`config.mk`:
```
export PLATFORM = sky130hd
export DESIGN_NAME = pwm_capture
export DESIGN_NICKNAME = d
export VERILOG_FILES = /design/src/rtl/pwm_pkg.sv /design/src/rtl/pwm_in_cond.sv /design/src/rtl/pwm_capture.sv
export SDC_FILE = /design/constraint.sdc
export NUM_CORES = 1
export LEC_CHECK = 0
export BUFFER_PORTS_ARGS = -buffer_cell sky130_fd_sc_hd__clkbuf_2
export CORE_AREA = 2 2 85 87
export CTS_CLUSTER_SIZE = 25
export DETAILED_ROUTE_END_ITERATION = 7
export DIE_AREA = 0 0 87 89
export PLACE_DENSITY = 0.78
export SKIP_LAST_GASP = 1
export SYNTH_ARGS = -nofsm -noshare
export SYNTH_HDL_FRONTEND = slang
export SYNTH_SLANG_ARGS = --single-unit
```
`constraint.sdc`:
```
create_clock -name CLOCK_50 -period 2.5 [get_ports CLOCK_50]
set_input_delay 0.375 -clock CLOCK_50 [delete_from_list [all_inputs] [get_ports CLOCK_50]]
set_output_delay 0.375 -clock CLOCK_50 [all_outputs]
set_load 0.005 [all_outputs]
```
`src/rtl/pwm_pkg.sv`:
```
// rtl/pwm_pkg.sv - shared types and defaults for the PWM capture/generator pair
package pwm_pkg;

  typedef enum logic [1:0] {IDLE, HIGH, LOW} state_t;

  localparam int DEF_CNT_W          = 20;
  localparam int DEF_TIMEOUT_CYCLES = 1_000_000;
  localparam int DEF_FILTER_LEN     = 4;
  localparam int CLK_HZ             = 50_000_000;

endpackage

```
`src/rtl/pwm_in_cond.sv`:
```
// rtl/pwm_in_cond.sv - synchronizer, optional glitch filter (PWM_CAPTURE_FILTER_EN), edge detect
module pwm_in_cond #(
  parameter int FILTER_LEN = 4
) (
  input  logic clk,
  input  logic rst_n,
  input  logic pwm_in,
  output logic cur,
  output logic rise_evt,
  output logic fall_evt
);

  logic sync_1;
  logic sync_2;
  logic prev;
  logic level;

  always_ff @(posedge clk or negedge rst_n) begin
    if (!rst_n) begin
      sync_1 <= 1'b0;
      sync_2 <= 1'b0;
    end else begin
      sync_1 <= pwm_in;
      sync_2 <= sync_1;
    end
  end

`ifdef PWM_CAPTURE_FILTER_EN
  localparam int FCNT_W = $clog2(FILTER_LEN + 1);

  logic              filt;
  logic [FCNT_W-1:0] fcnt;

  // Follow the synchronized level only after it has disagreed for FILTER_LEN cycles in a row.
  always_ff @(posedge clk or negedge rst_n) begin
    if (!rst_n) begin
      filt <= 1'b0;
      fcnt <= '0;
    end else if (sync_2 != filt) begin
      if (fcnt == FCNT_W'(FILTER_LEN - 1)) begin
        filt <= sync_2;
        fcnt <= '0;
      end else begin
        fcnt <= fcnt + 1'b1;
      end
    end else begin
      fcnt <= '0;
    end
  end

  assign level = filt;
`else
  logic unused_filter_len;
  assign unused_filter_len = (FILTER_LEN != 0);
  assign level = sync_2;
`endif

  always_ff @(posedge clk or negedge rst_n) begin
    if (!rst_n) begin
      prev <= 1'b0;
    end else begin
      prev <= level;
    end
  end

  assign cur      = level;
  assign rise_evt = level & ~prev;
  assign fall_evt = ~level & prev;

endmodule

```
`src/rtl/pwm_capture.sv`:
```
// rtl/pwm_capture.sv - PWM high-time/period measurement with stuck-line timeout; filter via PWM_CAPTURE_FILTER_EN
module pwm_capture
  import pwm_pkg::*;
#(
  parameter int CNT_W          = DEF_CNT_W,
  parameter int TIMEOUT_CYCLES = DEF_TIMEOUT_CYCLES,
  parameter int FILTER_LEN     = DEF_FILTER_LEN
) (
  input  logic             CLOCK_50,
  input  logic             rst_n,
  input  logic             pwm_in,
  output logic [CNT_W-1:0] high_count,
  output logic [CNT_W-1:0] period_count,
  output logic             meas_valid,
  output logic             stuck,
  output logic             stuck_level
);

  localparam logic [CNT_W-1:0] CNT_MAX = {CNT_W{1'b1}};
  localparam logic [CNT_W-1:0] CNT_TO  = CNT_W'(TIMEOUT_CYCLES);

  logic             cur;
  logic             rise_evt;
  logic             fall_evt;
  state_t           state;
  logic [CNT_W-1:0] cnt;
  logic [CNT_W-1:0] cnt_inc;
  logic [CNT_W-1:0] high_reg;

  pwm_in_cond #(.FILTER_LEN(FILTER_LEN)) u_cond (
    .clk      (CLOCK_50),
    .rst_n    (rst_n),
    .pwm_in   (pwm_in),
    .cur      (cur),
    .rise_evt (rise_evt),
    .fall_evt (fall_evt)
  );

  // Saturate rather than wrap in case the timeout is configured at the counter limit.
  assign cnt_inc = (cnt == CNT_MAX) ? cnt : cnt + 1'b1;

  always_ff @(posedge CLOCK_50 or negedge rst_n) begin
    if (!rst_n) begin
      state        <= IDLE;
      cnt          <= '0;
      high_reg     <= '0;
      high_count   <= '0;
      period_count <= '0;
      meas_valid   <= 1'b0;
      stuck        <= 1'b0;
      stuck_level  <= 1'b0;
    end else begin
      meas_valid <= 1'b0;
      case (state)
        IDLE: begin
          if (rise_evt) begin
            state <= HIGH;
            cnt   <= CNT_W'(1);
            stuck <= 1'b0;
          end
        end
        HIGH: begin
          if (fall_evt) begin
            high_reg <= cnt;
            cnt      <= cnt_inc;
            state    <= LOW;
          end else if (cnt == CNT_TO) begin
            state        <= IDLE;
            cnt          <= '0;
            stuck        <= 1'b1;
            stuck_level  <= cur;
            high_count   <= '0;
            period_count <= '0;
            meas_valid   <= 1'b1;
          end else begin
            cnt <= cnt_inc;
          end
        end
        LOW: begin
          if (rise_evt) begin
            period_count <= cnt;
            high_count   <= high_reg;
            meas_valid   <= 1'b1;
            cnt          <= CNT_W'(1);
            state        <= HIGH;
          end else if (cnt == CNT_TO) begin
            state        <= IDLE;
            cnt          <= '0;
            stuck        <= 1'b1;
            stuck_level  <= cur;
            high_count   <= '0;
            period_count <= '0;
            meas_valid   <= 1'b1;
          end else begin
            cnt <= cnt_inc;
          end
        end
        default: state <= IDLE;
      endcase
    end
  end

endmodule

```
==> metrics.txt, run 1 <==
status=completed; Congestion Overflow GR=0; starting density of the core=0.576; Avg Cell Area, Syn=12.5 um2; CP startpoint kind=register; synth unique cells=51; DP HPWL=5.18 mm; Crit. End Element=register; post-synthesis net count=318; # setup viols final=0; Clock transition at path regs=0.09 ns; WL final=8.14 mm; predominant post-synthesis flop cell=dfrtp_1; data required time at the worst endpoint=2.75 ns; post-synthesis xor/xnor area fraction=0.0181; later-pin clock latency in the skew report=0.35 ns; Worst-Margin Slew=0.661 ns; Crit Reg-Reg Endpoint=stuck_level; slack of the worst reg-to-reg path=0.15 ns; crit share post-route=0.942; io pins=46; leading area contributor after synthesis=dfrtp_1; die footprint=7740 um2; critical path arrival=2.60 ns; maximum capacitance violations=0; vias in the first global route=2523; Max-slew headroom=0.557; htree depth=3; Final Hold Vio Count=0; DR WL met2=3.94 mm; Leakage Power=2.15 nW; EDFF count, synth=0; R2R depth=6; Max Clock Skew=0.00947 ns; Async SR Flop Fraction=1.00; First-pass DRT Iterations=5; WS Path Type=reg2reg; Final Instance Area=4430 um2; Placed Area=4130 um2; post-layout util=0.660; total core area=6720 um2; Layout Nets=368; Fin Setup TNS=0 ns; Chip Height=89 um; combinational family with the most area after synthesis=compound AO/OA/AOI/OAI gates; first-pass GRT wire length=12.9 mm; Via density=6.10; DR top layer=met4; multiplexer area fraction after synthesis=0.0553; Final min period=2.35 ns; launch point of the worst path=cnt[4]; Crit Path Max Fanout=7; post-synthesis adder-cell area fraction=0.0194; clk sinks=88; initial antenna violation count=0; diode count=0; M1 wire length=3.67 mm; Peak VDD IR=0.000351 V; chip width=87 um; worst hold path class=in2reg; Yosys top cell area share=0.569; # rows=30; PwrDens=811 nW/um2; IO Port Bufs=45; top-count cell post-synth=dfrtp_1; Antenna Nets Post-Route=0; #FFs+latches synth=88; Fmax achieved=425 MHz; Routed met3 length=412 um; via count=2707; CTS tree=done; sequential share of the synthesized area=0.569; maximum number of pins on one net before global-route repair=51; synth top area cells=dfrtp_1 57%, a22o_1 9.1%, mux2_2 5.2%, buf_6 3.5%, ha_1 1.9%; routed length per placed instance=18.3 um; # fillers=498; simple logic cell fraction of the synthesized area=0.102; PnR Total Power=3.60 mW; synthesized area=3870 um2; Hold Path End=u_cond.sync_1; Hold Path Stages=1; Total GRT Usage=0.219; Post-synth top cells=88 x dfrtp_1, 40 x a22o_1, 18 x mux2_2, 14 x nand2_1; hold slack=0.125 ns; r2r startpoint=cnt[4]; Clock Tree Buf Depth=2; Compound-Gate Fraction of Synth Area=0.184; violation count after the first detailed-route iteration=193; yosys warns=0; HP Start=pwm_in; Clock Tree Root=clkbuf_8; Cells after Synth=309; TritonCTS Buffers=9; fraction of layout cells with a size suffix above 1=0.283; Final Wtd Congestion=0.920; Area Overhead vs Synth=14.6%; RSZ-0062 raised after global routing=yes; Final Max Slew Viols=0; DRC Markers=0
## critical path: stages (launching register included)
cell	delay [ns]
dfrtp_1	0.45
or4_1	0.51
nor4_2	0.28
and3_1	0.37
buf_4	0.21
nand4_1	0.10
mux2_1	0.33
## how the worst max path moves through the flow
stage	end	slack [ns]	cells after the start
3_5_place_dp	period_count[9]	0.14	5
6_report	stuck_level	0.15	6
4_1_cts	period_count[13]	0.10	5
2_1_floorplan	period_count[13]	0.35	8
3_3_place_gp	period_count[16]	0.19	5
5_1_grt	cnt[15]	-0.007	7
## logic make-up (layout without fill, tap and decap cells)
logic type                 after synthesis  in the layout
adders and majority gates                6              6
and+or+nand+nor                         71             71
xor gates and xnor gates                 8              8
AOI/OAI and AO/OA                       90             91
muxes                                   19             19
DFF                                     88             88
buffers and inverters                   27             81
## layout make-up
cell class / count / area (um2) / share of cell area
Clock buffer: 12 / 165 / 0.0373
Clock inverter: 4 / 98.8 / 0.0223
Sequential cell: 88 / 2200 / 0.497
Inverter: 5 / 18.8 / 0.00423
Timing Repair Buffer: 60 / 355 / 0.0802
Multi-Input combinational cell: 195 / 1490 / 0.337
Tap cell: 80 / 100 / 0.0226
## timing repair
item                       4_1_cts  5_1_grt
resized for setup                0        3
hold endpoints to repair        34        0
setup buffers                    0        0
hold buffers                     1        0
setup endpoints to repair        0       43
## per-layer routing
layer  GRT usage  vias to the layer above
met1       0.309                     1353
met4       0.104                        0
met5           0                        -
li1            -                     1262
met3      0.0332                       11
met2       0.334                       81
## per-stage QoR
| step | instances | setup slack [ns] |
|---|---|---|
| 2_1_floorplan | 309 | 0.346 |
| 3_3_place_gp | 426 | 0.192 |
| 3_5_place_dp | 426 | 0.138 |
| 4_1_cts | 443 | 0.104 |
| 5_1_grt | 444 | -0.00742 |
| 6_report | 444 | 0.145 |
## placed cells by master, fill, tap and decap left out, types with 3 or more instances in the layout
cell        n
bufinv_16   3
mux2_2     18
ha_1        6
or3_1       3
dfrtp_1    88
xor2_1      6
nand3_1     8
inv_1       5
o21ai_0     7
a31oi_1     3
clkbuf_8   12
o2111ai_1   6
nand2_1    14
or4_1       3
a21oi_1    13
a41oi_1     3
a22o_1     40
nor2_1     13
nand2b_1    4
clkbuf_2   44
and3_1      6
nand4_1     4
buf_4      14
## power by group
| group | switching (mW) | leakage [nW] | total [mW] | internal [mW] |
|---|---|---|---|---|
| registers | 0.0694 | 1.21 | 1.57 | 1.50 |
| logic | 0.508 | 0.807 | 0.785 | 0.277 |
| clock network | 0.491 | 0.133 | 1.24 | 0.748 |
Power figures use the tool's default switching activity.
==> run 2, diff against run 1 <==
--- a/config.mk
+++ b/config.mk
@@ -5,11 +5,12 @@
 export SDC_FILE = /design/constraint.sdc
 export NUM_CORES = 1
 export LEC_CHECK = 0
+export ABC_AREA = 1
 export BUFFER_PORTS_ARGS = -buffer_cell sky130_fd_sc_hd__clkbuf_2
-export CORE_AREA = 2 2 85 87
+export CORE_AREA = 2 2 93 86
 export CTS_CLUSTER_SIZE = 25
 export DETAILED_ROUTE_END_ITERATION = 7
-export DIE_AREA = 0 0 87 89
+export DIE_AREA = 0 0 95 88
 export PLACE_DENSITY = 0.78
 export SKIP_LAST_GASP = 1
 export SYNTH_ARGS = -nofsm -noshare
==> metrics.txt, run 2 <==
status=completed; Final Hold Vio Count=0; PwrDens=815 nW/um2; Hold Buf Count CTS=0; Internal=2.57 mW; Comb power frac=0.256; Peak VDD IR=0.000593 V; Fmax achieved=430 MHz; Clock Tree Root=clkbuf_8; yosys warns=0; routed length per placed instance=15.6 um; top-count cell post-synth=nand2_1; predominant post-synthesis flop cell=dfrtp_1; chip width=95 um; PnR Total Power=3.92 mW; clock power share=0.336; Sw Share=0.346; sequential power share=0.407; Leakage Power=2.25 nW; maximum number of pins on one net before global-route repair=47; Final Wtd Congestion=0.959; WL final=10.0 mm; sequential share of the synthesized area=0.521; Clock Tree Buf Depth=2; Total GRT Usage=0.266; Cells after Synth=494; Layout Nets=550; PostCTS Resize Cnt=0; sw power=1.36 mW; leading area contributor after synthesis=dfrtp_1; DRC Markers=0; Congestion Overflow GR=0; initial antenna violation count=0; CP startpoint kind=register; via count=3507; Compound-Gate Fraction of Synth Area=0.142; DP HPWL=7.07 mm; first-pass GRT wire length=17.1 mm; data required time at the worst endpoint=2.71 ns; Antenna Nets Post-Route=0; # rows=30; Final min period=2.33 ns; commonest non-fill, non-tap cell in the layout=nand2_1; io pins=46; combinational family with the most area after synthesis=simple AND/OR/NAND/NOR gates; maximum capacitance violations=0; post-synthesis xor/xnor area fraction=0.00829; FF/Latch Area=2200 um2; synth top area cells=dfrtp_1 52%, nand2_1 8.0%, inv_1 7.7%, o22ai_1 5.3%, o21ai_0 4.6%; htree depth=3; Area Overhead vs Synth=13.9%; Clock transition at path regs=0.09 ns; IO Port Bufs=45; violation count after the first detailed-route iteration=236; Max-slew headroom=0.529; EDFF count, synth=0; Final Instance Area=4810 um2; Final Max Slew Viols=0; # setup viols final=0; cell breakdown of the critical path=inv_1, ha_1, inv_1, nor2_4, inv_2, nand2_1, inv_1, nand2_2, o22ai_1; Worst-Margin Slew=0.705 ns; starting density of the core=0.571; Async SR Flop Fraction=1.00; synth unique cells=35; post-synthesis net count=503; First-pass DRT Iterations=5; #FFs+latches synth=88; clk sinks=88; RSZ-0062 raised after global routing=no; Yosys top cell area share=0.521; Chip Height=88 um; synthesized area=4230 um2; TritonCTS Buffers=9; crit share post-route=0.931; post-CTS setup buffer count=0; multiplexer area fraction after synthesis=0; CTS tree=done; Post-synth top cells=90 x nand2_1, 88 x dfrtp_1, 87 x inv_1, 39 x o21ai_0, 36 x o22ai_1; Worst path top cell family by delay=simple AND/OR/NAND/NOR gates; WP buf/inv=4; Avg Cell Area, Syn=8.55 um2; simple logic cell fraction of the synthesized area=0.205; delay of the slowest critical-path stage=0.52 ns; area of the multi-input gates=1570 um2; Crit. End Element=register; worst hold path class=in2async; # fillers=624; Fin Setup TNS=0 ns; WS Path Type=reg2reg; die footprint=8360 um2; Max Clock Skew=0.00690 ns; post-synthesis adder-cell area fraction=0.0178; Critical Path Slowest Stage Cell=nand2_2; Crit Path Max Fanout=35; fraction of layout cells with a size suffix above 1=0.181; Via density=5.46; critical path arrival=2.54 ns; CP most frequent cell=inv_1; later-pin clock latency in the skew report=0.36 ns; total core area=7390 um2; Placed Area=4540 um2; vias in the first global route=3435; diode count=0; commonest cells after routing, fill and taps aside=90 x nand2_1, 88 x dfrtp_1, 87 x inv_1, 44 x clkbuf_2, 39 x o21ai_0
## run 2: layer usage
| layer | share of wire | global-route usage | up-vias |
|---|---|---|---|
| li1 | - | - | 1696 |
| met1 | 0.45 | 0.365 | 1690 |
| met2 | 0.48 | 0.435 | 102 |
| met3 | 0.044 | 0.0439 | 19 |
| met4 | 0.021 | 0.0883 | 0 |
| met5 | 0 | 0 | - |
## run 2: final cells by class
type                       instances  share of cell area
clock buffer                       9              0.0257
clock inverter                     7              0.0309
inverter                          95              0.0746
multi-input combinational        296               0.327
sequential                        88               0.457
tap                               96              0.0250
timing repair buffer              51              0.0593
## run 2: through the flow
step	setup WS, ns	std cells	utilization	hold WS (ns)
after CTS	0.187	642	0.651	0.0205
after global routing	0.0153	642	0.651	0.0454
final	0.173	642	0.651	0.0118
after detailed placement	0.261	626	0.614	0.341
after global placement	0.373	626	0.614	0.334
after floorplan	0.730	494	-	0.0794
## run 2: power by group through the flow
stage	registers (mW)	clock network (mW)	logic [mW]
after global placement	1.62	0	0.965
final	1.60	1.32	1.01
after CTS	1.60	1.34	0.999
after detailed placement	1.62	0	0.985
after global routing	1.61	1.40	1.13
after floorplan	1.61	0	0.704
## run 2: path summary, 6_finish.rpt
path                            slack (ns)  cells after the start     startpoint              end
min in group CLOCK_50                 0.12                      1         pwm_in    u_cond.sync_1
worst min-delay path                  0.01                      1          rst_n   high_count[17]
worst max register to register        0.17                      9       state[1]  period_count[0]
max in group asynchronous             1.84                      2          rst_n     high_reg[11]
worst min register to register        0.36                      0  u_cond.sync_1       u_cond.cur
worst max-delay path                  0.17                      9       state[1]  period_count[0]
## run 2: logic make-up after synthesis
kind of cell / Yosys count
AO/OA/AOI/OAI: 99
XOR/XNOR: 4
adder cells (fa/ha/maj): 6
buffers and inverters: 110
flip-flops: 88
AND/OR/NAND/NOR: 187
## run 2: worst register-to-register path: stages, from the launching register on
cell     delay [ns]
dfrtp_1        0.42
inv_1          0.11
ha_1           0.33
inv_1          0.14
nor2_4         0.14
inv_2          0.08
nand2_1        0.14
inv_1          0.10
nand2_2        0.52
o22ai_1        0.20
==> run 3, diff against run 2 <==
--- a/config.mk
+++ b/config.mk
@@ -7,11 +7,11 @@
 export LEC_CHECK = 0
 export ABC_AREA = 1
 export BUFFER_PORTS_ARGS = -buffer_cell sky130_fd_sc_hd__clkbuf_2
-export CORE_AREA = 2 2 93 86
+export CORE_AREA = 2 2 90 83
 export CTS_CLUSTER_SIZE = 25
 export DETAILED_ROUTE_END_ITERATION = 7
-export DIE_AREA = 0 0 95 88
-export PLACE_DENSITY = 0.78
+export DIE_AREA = 0 0 92 85
+export PLACE_DENSITY = 0.83
 export SKIP_LAST_GASP = 1
 export SYNTH_ARGS = -nofsm -noshare
 export SYNTH_HDL_FRONTEND = slang
==> constraint.sdc (replaced) <==
create_clock -name CLOCK_50 -period 2.8 [get_ports CLOCK_50]
set_input_delay 0.42 -clock CLOCK_50 [delete_from_list [all_inputs] [get_ports CLOCK_50]]
set_output_delay 0.42 -clock CLOCK_50 [all_outputs]
set_load 0.005 [all_outputs]
==> metrics.txt, run 3 (synthesis results as in run 2) <==
status=completed; routed length per placed instance=15.9 um; Non-Filler Instances=638; total core area=6890 um2; Fin Setup TNS=0 ns; Crit. End Element=register; io pins=46; RSZ-0062 raised after global routing=no; maximum number of pins on one net before global-route repair=50; DP HPWL=7.19 mm; Final Wtd Congestion=0.953; placed cell count=622; WS Path Type=reg2reg; Clock Tree Root=clkbuf_8; DRC Markers=0; CP most frequent cell=inv_1; CTS tree=done; # fillers=596; violation count after the first detailed-route iteration=256; first-pass GRT wire length=17.1 mm; cell breakdown of the critical path=inv_1, ha_1, inv_1, nor2_4, inv_2, nand2_1, inv_1, nand2_2, o22ai_1; Fmax achieved=435 MHz; Max-slew headroom=0.558; IO Port Bufs=45; Final Max Slew Viols=0; initial antenna violation count=0; Placed Area=4520 um2; via count=3568; Hold Buf Count CTS=0; First-pass DRT Iterations=5; htree depth=3; Crit Path Max Fanout=35; Peak VDD IR=0.000464 V; area of the multi-input gates=1570 um2; worst hold path class=in2async; # setup viols final=0; data required time at the worst endpoint=3.02 ns; Max Clock Skew=0.00408 ns; fraction of layout cells with a size suffix above 1=0.180; starting density of the core=0.613; commonest cells after routing, fill and taps aside=90 x nand2_1, 88 x dfrtp_1, 87 x inv_1, 44 x clkbuf_2, 39 x o21ai_0; Final Instance Area=4720 um2; delay of the slowest critical-path stage=0.49 ns; later-pin clock latency in the skew report=0.36 ns; post-CTS setup buffer count=0; Final Hold Vio Count=0; FF/Latch Area=2200 um2; Antenna Nets Post-Route=0; Layout Nets=549; PwrDens=680 nW/um2; TritonCTS Buffers=9; Area Overhead vs Synth=11.7%; chip width=92 um; Clock transition at path regs=0.09 ns; diode count=0; vias in the first global route=3355; Total GRT Usage=0.277; Worst-Margin Slew=0.661 ns; clk sinks=88; Final min period=2.30 ns; Congestion Overflow GR=0; CP startpoint kind=register; Via density=5.59; PostCTS Resize Cnt=0; Chip Height=85 um; WL final=10.1 mm; post-layout util=0.684; hold slack=0.0595 ns; maximum capacitance violations=0; Leakage Power=2.21 nW; Clock Tree Buf Depth=2; # rows=29; Critical Path Slowest Stage Cell=nand2_2; crit share post-route=0.821; commonest non-fill, non-tap cell in the layout=nand2_1; die footprint=7820 um2; critical path arrival=2.52 ns
run 3: cell type report:
cell class / instances / area share
Timing Repair Buffer: 50 / 0.0562
Tap cell: 93 / 0.0247
Inverter: 95 / 0.0761
Multi-Input combinational cell: 296 / 0.334
Sequential cell: 88 / 0.467
Clock inverter: 7 / 0.0164
Clock buffer: 9 / 0.0263
run 3: per-layer routing:
| layer | GRT usage | up-vias | share of wire |
|---|---|---|---|
| met2 | 0.434 | 125 | 0.47 |
| met4 | 0.0706 | 0 | 0.013 |
| met3 | 0.0488 | 13 | 0.053 |
| met5 | 0 | - | 0 |
| met1 | 0.406 | 1741 | 0.46 |
| li1 | - | 1689 | - |
run 3: worst paths after layout:
path,slack [ns],to,startpoint,cells past startpoint
setup / recovery,0.50,period_count[12],state[1],9
hold / removal,0.06,high_count[19],rst_n,1
setup reg to reg,0.50,period_count[12],state[1],9
hold reg to reg,0.36,u_cond.cur,u_cond.sync_1,0
max in group asynchronous,2.03,high_reg[11],rst_n,2
min in group CLOCK_50,0.16,u_cond.sync_1,pwm_in,1
run 3: stage by stage:
stage          power, mW  setup WS (ns)
5_1_grt             3.39          0.336
3_5_place_dp        2.32          0.514
2_1_floorplan       2.06           1.03
3_3_place_gp        2.27          0.713
4_1_cts             3.21          0.502
6_report            3.21          0.502
run 3: where the power goes:
part / switching [mW] / leakage (nW) / internal, mW
Clock: 0.474 / 0.101 / 0.422
Sequential: 0.0742 / 1.21 / 1.36
Combinational: 0.654 / 0.897 / 0.230
run 3: critical path: cells and delay by family, from the launching register on:
kind | cells | cell delay [ns]
compound gates | 1 | 0.17
fa+ha+maj | 1 | 0.33
buf+inv | 4 | 0.43
flops | 1 | 0.43
simple gates | 3 | 0.77
